===== config.mk =====
export PLATFORM = sky130hd
export DESIGN_NAME = fft_output_reorder
export DESIGN_NICKNAME = d
export VERILOG_FILES = /design/src/rtl/fft_output_reorder.sv
export SDC_FILE = /design/constraint.sdc
export NUM_CORES = 1
export LEC_CHECK = 0
export CAP_MARGIN = 5
export CORE_MARGIN = 1
export CORE_UTILIZATION = 55
export CTS_BUF_LIST = sky130_fd_sc_hd__clkbuf_2 sky130_fd_sc_hd__clkbuf_4 sky130_fd_sc_hd__clkbuf_8
export DETAILED_ROUTE_END_ITERATION = 8
export DONT_BUFFER_PORTS = 1
export GPL_ROUTABILITY_DRIVEN = 0
export PLACE_DENSITY = 0.76
export SYNTH_ARGS = -nofsm -noshare
export SYNTH_HDL_FRONTEND = slang
export SYNTH_SLANG_ARGS = --single-unit
export TNS_END_PERCENT = 1

===== constraint.sdc =====
create_clock -name clk_i -period 9.2 [get_ports clk_i]
set_input_delay 0 -clock clk_i [delete_from_list [all_inputs] [get_ports clk_i]]
set_output_delay 0 -clock clk_i [all_outputs]
set_load 0.005 [all_outputs]

===== src/rtl/fft_output_reorder.sv =====
// Ping-pong frame buffer that turns the bit-reversed butterfly output stream
// into natural bin order behind a valid/ready handshake.
module fft_output_reorder #(
    parameter int unsigned SIZE_OF_SIGNAL = 50,
    parameter int unsigned LOG2_N         = 3
) (
    input  logic                      clk_i,
    input  logic                      rst_i,
    input  logic                      in_valid_i,
    output logic                      in_ready_o,
    input  logic [SIZE_OF_SIGNAL-1:0] in_data_i,
    input  logic                      in_last_i,
    output logic                      out_valid_o,
    input  logic                      out_ready_i,
    output logic [SIZE_OF_SIGNAL-1:0] out_data_o,
    output logic [LOG2_N-1:0]         out_index_o,
    output logic                      out_last_o,
    output logic                      err_o
);

    localparam int unsigned N = 1 << LOG2_N;
    localparam logic [LOG2_N-1:0] LAST_CNT = LOG2_N'(N - 1);

    // Reverse the LOG2_N address bits of a frame-relative sample position.
    function automatic logic [LOG2_N-1:0] bitrev(input logic [LOG2_N-1:0] x);
        logic [LOG2_N-1:0] r;
        r = '0;
        for (int i = 0; i < int'(LOG2_N); i++) begin
            r[i] = x[int'(LOG2_N) - 1 - i];
        end
        return r;
    endfunction

    logic [SIZE_OF_SIGNAL-1:0] mem_q [2][N];

    logic [LOG2_N-1:0]         wr_cnt_q, wr_cnt_d;
    logic [LOG2_N-1:0]         rd_cnt_q, rd_cnt_d;
    logic                      wr_bank_q, wr_bank_d;
    logic                      rd_bank_q, rd_bank_d;
    logic [1:0]                bank_full_q, bank_full_d;
    logic                      out_valid_q, out_valid_d;
    logic [SIZE_OF_SIGNAL-1:0] out_data_q, out_data_d;
    logic [LOG2_N-1:0]         out_index_q, out_index_d;
    logic                      out_last_q, out_last_d;
    logic                      err_q, err_d;

    logic accept_c;
    logic load_c;

    assign in_ready_o  = !bank_full_q[wr_bank_q];
    assign accept_c    = in_valid_i & in_ready_o;
    assign load_c      = bank_full_q[rd_bank_q] & (!out_valid_q | out_ready_i);

    assign out_valid_o = out_valid_q;
    assign out_data_o  = out_data_q;
    assign out_index_o = out_index_q;
    assign out_last_o  = out_last_q;
    assign err_o       = err_q;

    // Scatter incoming samples to their natural-order slot in the write bank.
    always_ff @(posedge clk_i) begin
        if (rst_i && accept_c) begin
            mem_q[wr_bank_q][bitrev(wr_cnt_q)] <= in_data_i;
        end
    end

    // Next-state: write framing, bank occupancy and the output register stage.
    always_comb begin
        wr_cnt_d    = wr_cnt_q;
        rd_cnt_d    = rd_cnt_q;
        wr_bank_d   = wr_bank_q;
        rd_bank_d   = rd_bank_q;
        bank_full_d = bank_full_q;
        out_valid_d = out_valid_q;
        out_data_d  = out_data_q;
        out_index_d = out_index_q;
        out_last_d  = out_last_q;
        err_d       = 1'b0;

        if (accept_c) begin
            if (wr_cnt_q == LAST_CNT) begin
                // A full count always commits; a missing last is only flagged.
                bank_full_d[wr_bank_q] = 1'b1;
                wr_bank_d              = !wr_bank_q;
                wr_cnt_d               = '0;
                err_d                  = !in_last_i;
            end else if (in_last_i) begin
                // Short frame: drop it and restart in the same bank.
                wr_cnt_d = '0;
                err_d    = 1'b1;
            end else begin
                wr_cnt_d = wr_cnt_q + LOG2_N'(1);
            end
        end

        if (load_c) begin
            out_data_d  = mem_q[rd_bank_q][rd_cnt_q];
            out_index_d = rd_cnt_q;
            out_last_d  = (rd_cnt_q == LAST_CNT);
            out_valid_d = 1'b1;
            if (rd_cnt_q == LAST_CNT) begin
                // Writer and reader never own the same bank, so this cannot
                // collide with the set above.
                bank_full_d[rd_bank_q] = 1'b0;
                rd_bank_d              = !rd_bank_q;
                rd_cnt_d               = '0;
            end else begin
                rd_cnt_d = rd_cnt_q + LOG2_N'(1);
            end
        end else if (out_valid_q && out_ready_i) begin
            out_valid_d = 1'b0;
        end
    end

    // State registers with synchronous active-low reset.
    always_ff @(posedge clk_i) begin
        if (!rst_i) begin
            wr_cnt_q    <= '0;
            rd_cnt_q    <= '0;
            wr_bank_q   <= 1'b0;
            rd_bank_q   <= 1'b0;
            bank_full_q <= '0;
            out_valid_q <= 1'b0;
            out_data_q  <= '0;
            out_index_q <= '0;
            out_last_q  <= 1'b0;
            err_q       <= 1'b0;
        end else begin
            wr_cnt_q    <= wr_cnt_d;
            rd_cnt_q    <= rd_cnt_d;
            wr_bank_q   <= wr_bank_d;
            rd_bank_q   <= rd_bank_d;
            bank_full_q <= bank_full_d;
            out_valid_q <= out_valid_d;
            out_data_q  <= out_data_d;
            out_index_q <= out_index_d;
            out_last_q  <= out_last_d;
            err_q       <= err_d;
        end
    end

endmodule


==> results of run 1 <==
[cell type report]
cell class              count  share of cell area, %
clock buffers             190                   6.40
clock inverters            39                  0.848
flip-flops and latches    867                   69.0
diodes                      2                 0.0136
inverters                  13                  0.133
repair buffers             80                   2.08
multi-input cells         481                   18.9
well taps                 765                   2.60
[cells in the final DEF (no fill, tap or decap), drive strengths merged, types with 4 or more instances in the layout]
master	instances
mux2i	101
and3	6
nor2	6
o21ai	10
dfxtp	67
clkinv	33
clkbuf	190
o211ai	50
edfxtp	800
mux4	200
and2	4
a21oi	14
nand4	6
ha	8
inv	14
nand3	6
buf	23
dlygate4sd3	57
bufinv	5
o221ai	50
[through the flow]
stage | area, um2 | hold WS [ns] | utilization, % | std cells
after CTS | 36700 | 0.00527 | 63.2 | 2435
after global placement | 33500 | 0.0995 | 57.6 | 2148
after global routing | 36700 | 0.0377 | 63.2 | 2436
after detailed placement | 33500 | 0.0994 | 57.6 | 2148
after floorplan | 32600 | 0.0989 | - | 1452
final | 36800 | 0.0362 | 63.2 | 2437
[logic make-up after synthesis]
logic type      share of synthesized area (%)
flops                                    77.7
mux                                      17.0
compound gates                           2.97
buf+inv                                  1.31
simple gates                            0.728
fa+ha+maj                               0.307
xor+xnor                               0.0268
[flip-flops by register name, summed over array words and instances (netlist names), named ones only]
name / count
out_last_o: 1
err_o: 1
wr_bank_q: 1
out_index_o: 3
rd_bank_q: 1
mem_q: 800
wr_cnt_q: 3
rd_cnt_q: 3
out_valid_o: 1
bank_full_q: 2
out_data_o: 50
[routing by layer]
layer / GRT usage [%] / share of wire [%] / vias up
li1: - / - / 6465
met1: 31.4 / 39 / 8218
met2: 39.0 / 51 / 685
met3: 5.09 / 8.0 / 106
met4: 7.76 / 2.1 / 8
met5: 1.39 / 0.22 / -
[path summary, 6_finish.rpt]
| kind | cells after the start | endpoint | slack (ns) | from |
|---|---|---|---|---|
| max | 5 | out_data_o[7] | 5.83 | flip-flop |
| min | 2 | mem_q[0][117] | 0.04 | in_valid_i |
| max reg2reg | 5 | out_data_o[7] | 5.83 | flip-flop |
| min reg2reg | 2 | out_index_o[2] | 0.51 | out_index_o[2] |
[where the power goes]
part	internal [uW]	switching [uW]	total, uW
Combinational	34.2	75.4	110
Sequential	4320	3.88	4320
Clock	1760	1380	3140
Total	6120	1460	7570
==> metrics, run 1 <==
Slew Limit Headroom=approximately a fifth; crit path time final=3.37 ns; Netlist cell types=32; Pwr Density=slightly above 200 nW/um2; measured slew at the worst slew-check pin=around 1.2 ns; clock buffer depth=3; CTS resizes=0; WP data arrival=3.91 ns; ordered cell list for the critical path=buf_4 > buf_4 > mux4_2 > mux2i_1 > o221ai_1; Synth Warn #=0; Synth Net Count=about 1500; Via Count=15500; Initial Utilization=between 50% and 60%; cell count after synthesis=about 1500; drt drc=0; DR WL/cell=28.4 um; CP required=slightly below 10 ns; Top FF cell, synth=edfxtp_1; Crit path largest cell delay=0.87 ns; total number of H-tree levels=3; Crit path top cell by count=buf_4; Seq. cell area=25400 um2; CP Launch Type=flip-flop; CTS tree=done; Hold Violations, Final=0; initial DRC count=around 1400; Post-CTS Setup Bufs=0; Pins Over Slew Limit=0; setup_tns=0 ns; nets=approximately 1600; hold buffers post-CTS=58; PortBufs=0; Max Clock Freq=just under 300 MHz; die area=roughly 60000 um2; vias per cell=about 6.4; Reg clk slew, reported paths=approximately 0.070 ns; Avg Synthesized Cell Area=roughly 22 um2; Post-DRT Antenna Nets=0; final setup violation count=0; Post-synth EDFFs=800; CTS sink count=around 870; post-synthesis sequential area ratio=77.7%; root buf cell=clkbuf_8; CP Class=flip-flop to flip-flop; Async S/R FF share, synth=0%; status=finished clean; CP bufs+invs=2; CTS Buf Count=between 100 and 150; Core ar.=58100 um2; initial antenna violation count=5; TritonRoute pass-1 iters=5; CP Capture Type=flip-flop; std cell rows=between 80 and 90; area leader, netlist=edfxtp_1; vias in the first global route=between 15000 and 20000; # IOs=between 100 and 150; fill cell count=between 3000 and 4000; Final Power=7570 uW; kind of cell adding the most delay to the critical path=buffers and inverters; drt total wl=~69000 um; area delta synth->final=12.6%; total grt overflow=0; area of the multi-input gates=approximately 7000 um2; Seq cells post-synth=slightly below 900; post-synth top area share=roughly three quarters; Synth top cells by count=edfxtp_1, mux4_2, mux2i_1; CP max-delay cell=buf_4; Die Y=246 um; Cell Area, Synth=around 33000 um2; fin crit share=a little over a third; Leakage=between 0.01 and 0.015 uW; HPWL Detailed=31500 um; Final WS setup=5.83 ns; Hold Path Class=input port to flip-flop; pre-CTS WS=approximately 5.7 ns; RSZ-0062 raised after global routing=no; MaxCap Viol Count=0; largest net degree at the start of global routing=~70; layout cells sized above 1=27.6%; top post-synthesis cells by area=edfxtp_1, mux4_2, dfxtp_1, mux2i_1, o221ai_1; Die Wd=approximately 250 um; insertion delay to the later sink of the worst-skew pair=a little over 0.7 ns; Tot GR Track Use=between 20% and 30%; Max VDD drop=approximately 0.12 mV; Layout Skew=~0.028 ns; Crit Path Max Fanout=50; top-count cell post-synth=edfxtp_1; first-pass GRT wire length=roughly 100000 um
Power figures use the tool's default switching activity.
==> run 2, diff against run 1 <==
--- a/config.mk
+++ b/config.mk
@@ -5,6 +5,7 @@
 export SDC_FILE = /design/constraint.sdc
 export NUM_CORES = 1
 export LEC_CHECK = 0
+export ABC_AREA = 1
 export CAP_MARGIN = 5
 export CORE_MARGIN = 1
 export CORE_UTILIZATION = 55
@@ -12,7 +13,7 @@
 export DETAILED_ROUTE_END_ITERATION = 8
 export DONT_BUFFER_PORTS = 1
 export GPL_ROUTABILITY_DRIVEN = 0
-export PLACE_DENSITY = 0.76
+export PLACE_DENSITY = 0.79
 export SYNTH_ARGS = -nofsm -noshare
 export SYNTH_HDL_FRONTEND = slang
 export SYNTH_SLANG_ARGS = --single-unit
==> constraint.sdc (replaced) <==
create_clock -name clk_i -period 2.95 [get_ports clk_i]
set_input_delay 0 -clock clk_i [delete_from_list [all_inputs] [get_ports clk_i]]
set_output_delay 0 -clock clk_i [all_outputs]
set_load 0.005 [all_outputs]
==> run 2 against run 1 <==
Clock skew barely moved. Total power increased to 3.1 times the previous value. Sequential cell count did not move. Via count increased by 46%. Sequential share of layout area down 3.5 points. Critical path type unchanged. Global-route usage grew 2.7 points. Combinational power increased to 3.3 times the previous value. Count of clock-buffer cells in the layout is 18 higher. Register-to-register slack worse by 5.6 ns. Utilization decreased by 0.63 points. Synthesized cell count increased by 100%. Highest routed layer unchanged.
==> metrics, run 2 <==
status=finished clean; total number of H-tree levels=4; vias per cell=roughly 5.7; Hold Path End=err_o; most frequent cells in the layout=edfxtp_1, nor2_1, nand2_1; most common cell after layout, fill and taps aside=edfxtp_1; Crit Path Max Fanout=approximately 120; HPWL Detailed=between 40000 and 50000 um; Netlist cell types=26; std cell rows=a little over 90; CTS resizes=0; Hold Violations, Final=0; RSZ-0062 raised after global routing=no; largest net degree at the start of global routing=around 120; Cell Area, Synth=between 30000 and 40000 um2; Synth Warn #=0; clock share of power=41.7%; CP max-delay cell=dlygate4sd3_1; layout cells sized above 1=between 10% and 20%; area leader, netlist=edfxtp_1; Top FF cell, synth=edfxtp_1; MaxCap Viol Count=0; Core ar.=about 62000 um2; vias in the first global route=22300; Util after Layout=a little over three fifths; fin crit share=between 90 and 100%; CTS tree=done; Seq pwr share=between 50% and 60%; measured slew at the worst slew-check pin=1.06 ns; Pint=about 19000 uW; Hold Path Class=input port to flip-flop; max reg flops=800; clock buffer depth=3; first-pass GRT wire length=approximately 130000 um; drt total wl=about 83000 um; GR Util met3=under 10%; Synth Net Count=a little under 3000; Async S/R FF share, synth=0%; GR peak layer=met2; initial DRC count=between 2000 and 3000; Post-Layout Cell Count=around 3900; total grt overflow=0; top-count cell post-synth=edfxtp_1; crit path time final=between 2 and 3 ns; met2 Use GR=42.7%; PortBufs=0; worst hold path depth=4; Die Y=about 250 um; Pins Over Slew Limit=0; RR Endpoint=out_data_o[32]; Crit path top cell by count=nand3_1; Reg clk slew, reported paths=roughly 0.06 ns; CP Launch Type=flip-flop; met1 Use GR=34.0%; final setup violation count=0; r2r worst-path depth=10; Die Wd=~250 um; DR WL/cell=21.2 um; Seq. cell area=25400 um2; DP Cell Count=3626; post-synth top area share=a little over two thirds; ordered cell list for the critical path=buf_12 > buf_4 > nand2_1 > nand3_1 > nand3_1 > nand3_1 > nand3_1 > nand2_1 > dlygate4sd3_1 > inv_1; TritonRoute pass-1 iters=6; Post-synth EDFFs=800; WP data arrival=around 3.4 ns; CP Capture Type=flip-flop; Via Count=22500; fill cell count=4389; Post-CTS Setup Bufs=0; cell count after synthesis=approximately 2900; Initial Utilization=a little under three fifths; # IOs=around 110; Comb pwr share=approximately 1.5%; Avg Synthesized Cell Area=roughly 12 um2; CTS sink count=just under 900; Tot GR Track Use=a little over a quarter; Final Power=about 24000 uW; drt drc=0; area of the multi-input gates=roughly 7900 um2; Worst Hold Launch=in_last_i; area delta synth->final=12.1%; CP bufs+invs=4; CTS Buf Count=about 140; Net Sw Power=a little under 5000 uW; flop2flop setup slack=approximately 0.26 ns; Seq cells post-synth=roughly 870; Layout Skew=~0.028 ns; root buf cell=clkbuf_8; CP Class=flip-flop to flip-flop; die area=between 60000 and 70000 um2; Pwr Density=614 nW/um2; top post-synthesis cells by area=edfxtp_1, nor2_1, dfxtp_1, o21ai_0, nand2_1; Leakage=about 0.013 uW; Slew Limit Headroom=29.3%; sw frac=between 20% and 30%; post-synthesis sequential area ratio=between 70% and 80%; initial antenna violation count=8; Max VDD drop=0.426 mV; Crit path largest cell delay=around 0.55 ns; insertion delay to the later sink of the worst-skew pair=approximately 0.8 ns; kind of cell adding the most delay to the critical path=buffers and inverters; nets=between 3000 and 4000; Max Clock Freq=approximately 370 MHz; CP required=~3.6 ns; Post-DRT Antenna Nets=0; most flop-heavy register=mem_q; Synth top cells by count=edfxtp_1, nor2_1, nand2_1
run 2: changes by cell type in the layout (fill, tap and decap cells not counted), moves of 100 or more:
cell,change
nor2_1,+761
nand2_1,+296
o21ai_0,+225
mux4_2,-200
nand3_1,+183
o21ai_1,+101
mux2i_1,-100
run 2: final cells by class:
| type | count | share of cell area (%) |
|---|---|---|
| inverters | 94 | 0.957 |
| diodes | 6 | 0.0388 |
| clock inverters | 40 | 0.589 |
| repair buffers | 123 | 3.39 |
| flip-flops and latches | 867 | 65.6 |
| multi-input cells | 1760 | 20.4 |
| clock buffers | 208 | 6.36 |
| well taps | 837 | 2.71 |
run 2: tightest hold or removal path: cells and delay by family:
family	cells	cell delay [ns]
simple gates	3	0.21
buf+inv	1	0.61
run 2: repair_timing:
item,4_1_cts,5_1_grt
endpoints found under the setup margin,0,0
hold endpoints to repair,1282,0
hold buffers,55,0
run 2: how the worst max path moves through the flow:
stage / from / endpoint / slack [ns] / cells past startpoint
finish: flip-flop / out_data_o[32] / 0.26 / 10
global placement: wr_bank_q / mem_q[1][321] / 0.66 / 7
global route: flip-flop / out_data_o[32] / 0.12 / 10
floorplan: wr_bank_q / mem_q[0][100] / -0.75 / 7
CTS: flip-flop / out_data_o[32] / 0.33 / 10
detailed placement: wr_bank_q / mem_q[1][321] / 0.62 / 7
run 2: stage by stage:
stage                     worst slack [ns]  instance area, um2  hold slack [ns]  setup TNS (ns)
after CTS                            0.331               38700           0.0489               0
after floorplan                     -0.747               34500           0.0989         -530.35
after global placement               0.657               35400           0.0996               0
final                                0.259               38700            0.119               0
after detailed placement             0.618               35400           0.0994               0
after global routing                 0.118               38700           0.0841               0
run 2: cells by family (layout without fill, tap and decap cells):
family	count (synthesis)	in the layout	synth area share, %
other cells	0	6	0
fa+ha+maj	8	8	0.290
simple gates	1272	1272	14.6
compound gates	480	480	7.59
flops	867	867	73.5
buf+inv	271	465	4.08
run 2: power by group through the flow:
stage | sequential [uW] | clock [uW] | combinational [uW]
3_5_place_dp | 13700 | 0 | 148
3_3_place_gp | 13700 | 0 | 142
6_report | 13500 | 9890 | 367
4_1_cts | 13500 | 10000 | 362
5_1_grt | 13500 | 10500 | 394
2_1_floorplan | 13700 | 0 | 94.8
run 2: layer usage:
layer | up-vias | part of all wire [%]
li1 | 10300 | -
met1 | 10800 | 38
met2 | 1177 | 49
met3 | 197 | 9.8
met4 | 4 | 3.3
met5 | - | 0.026
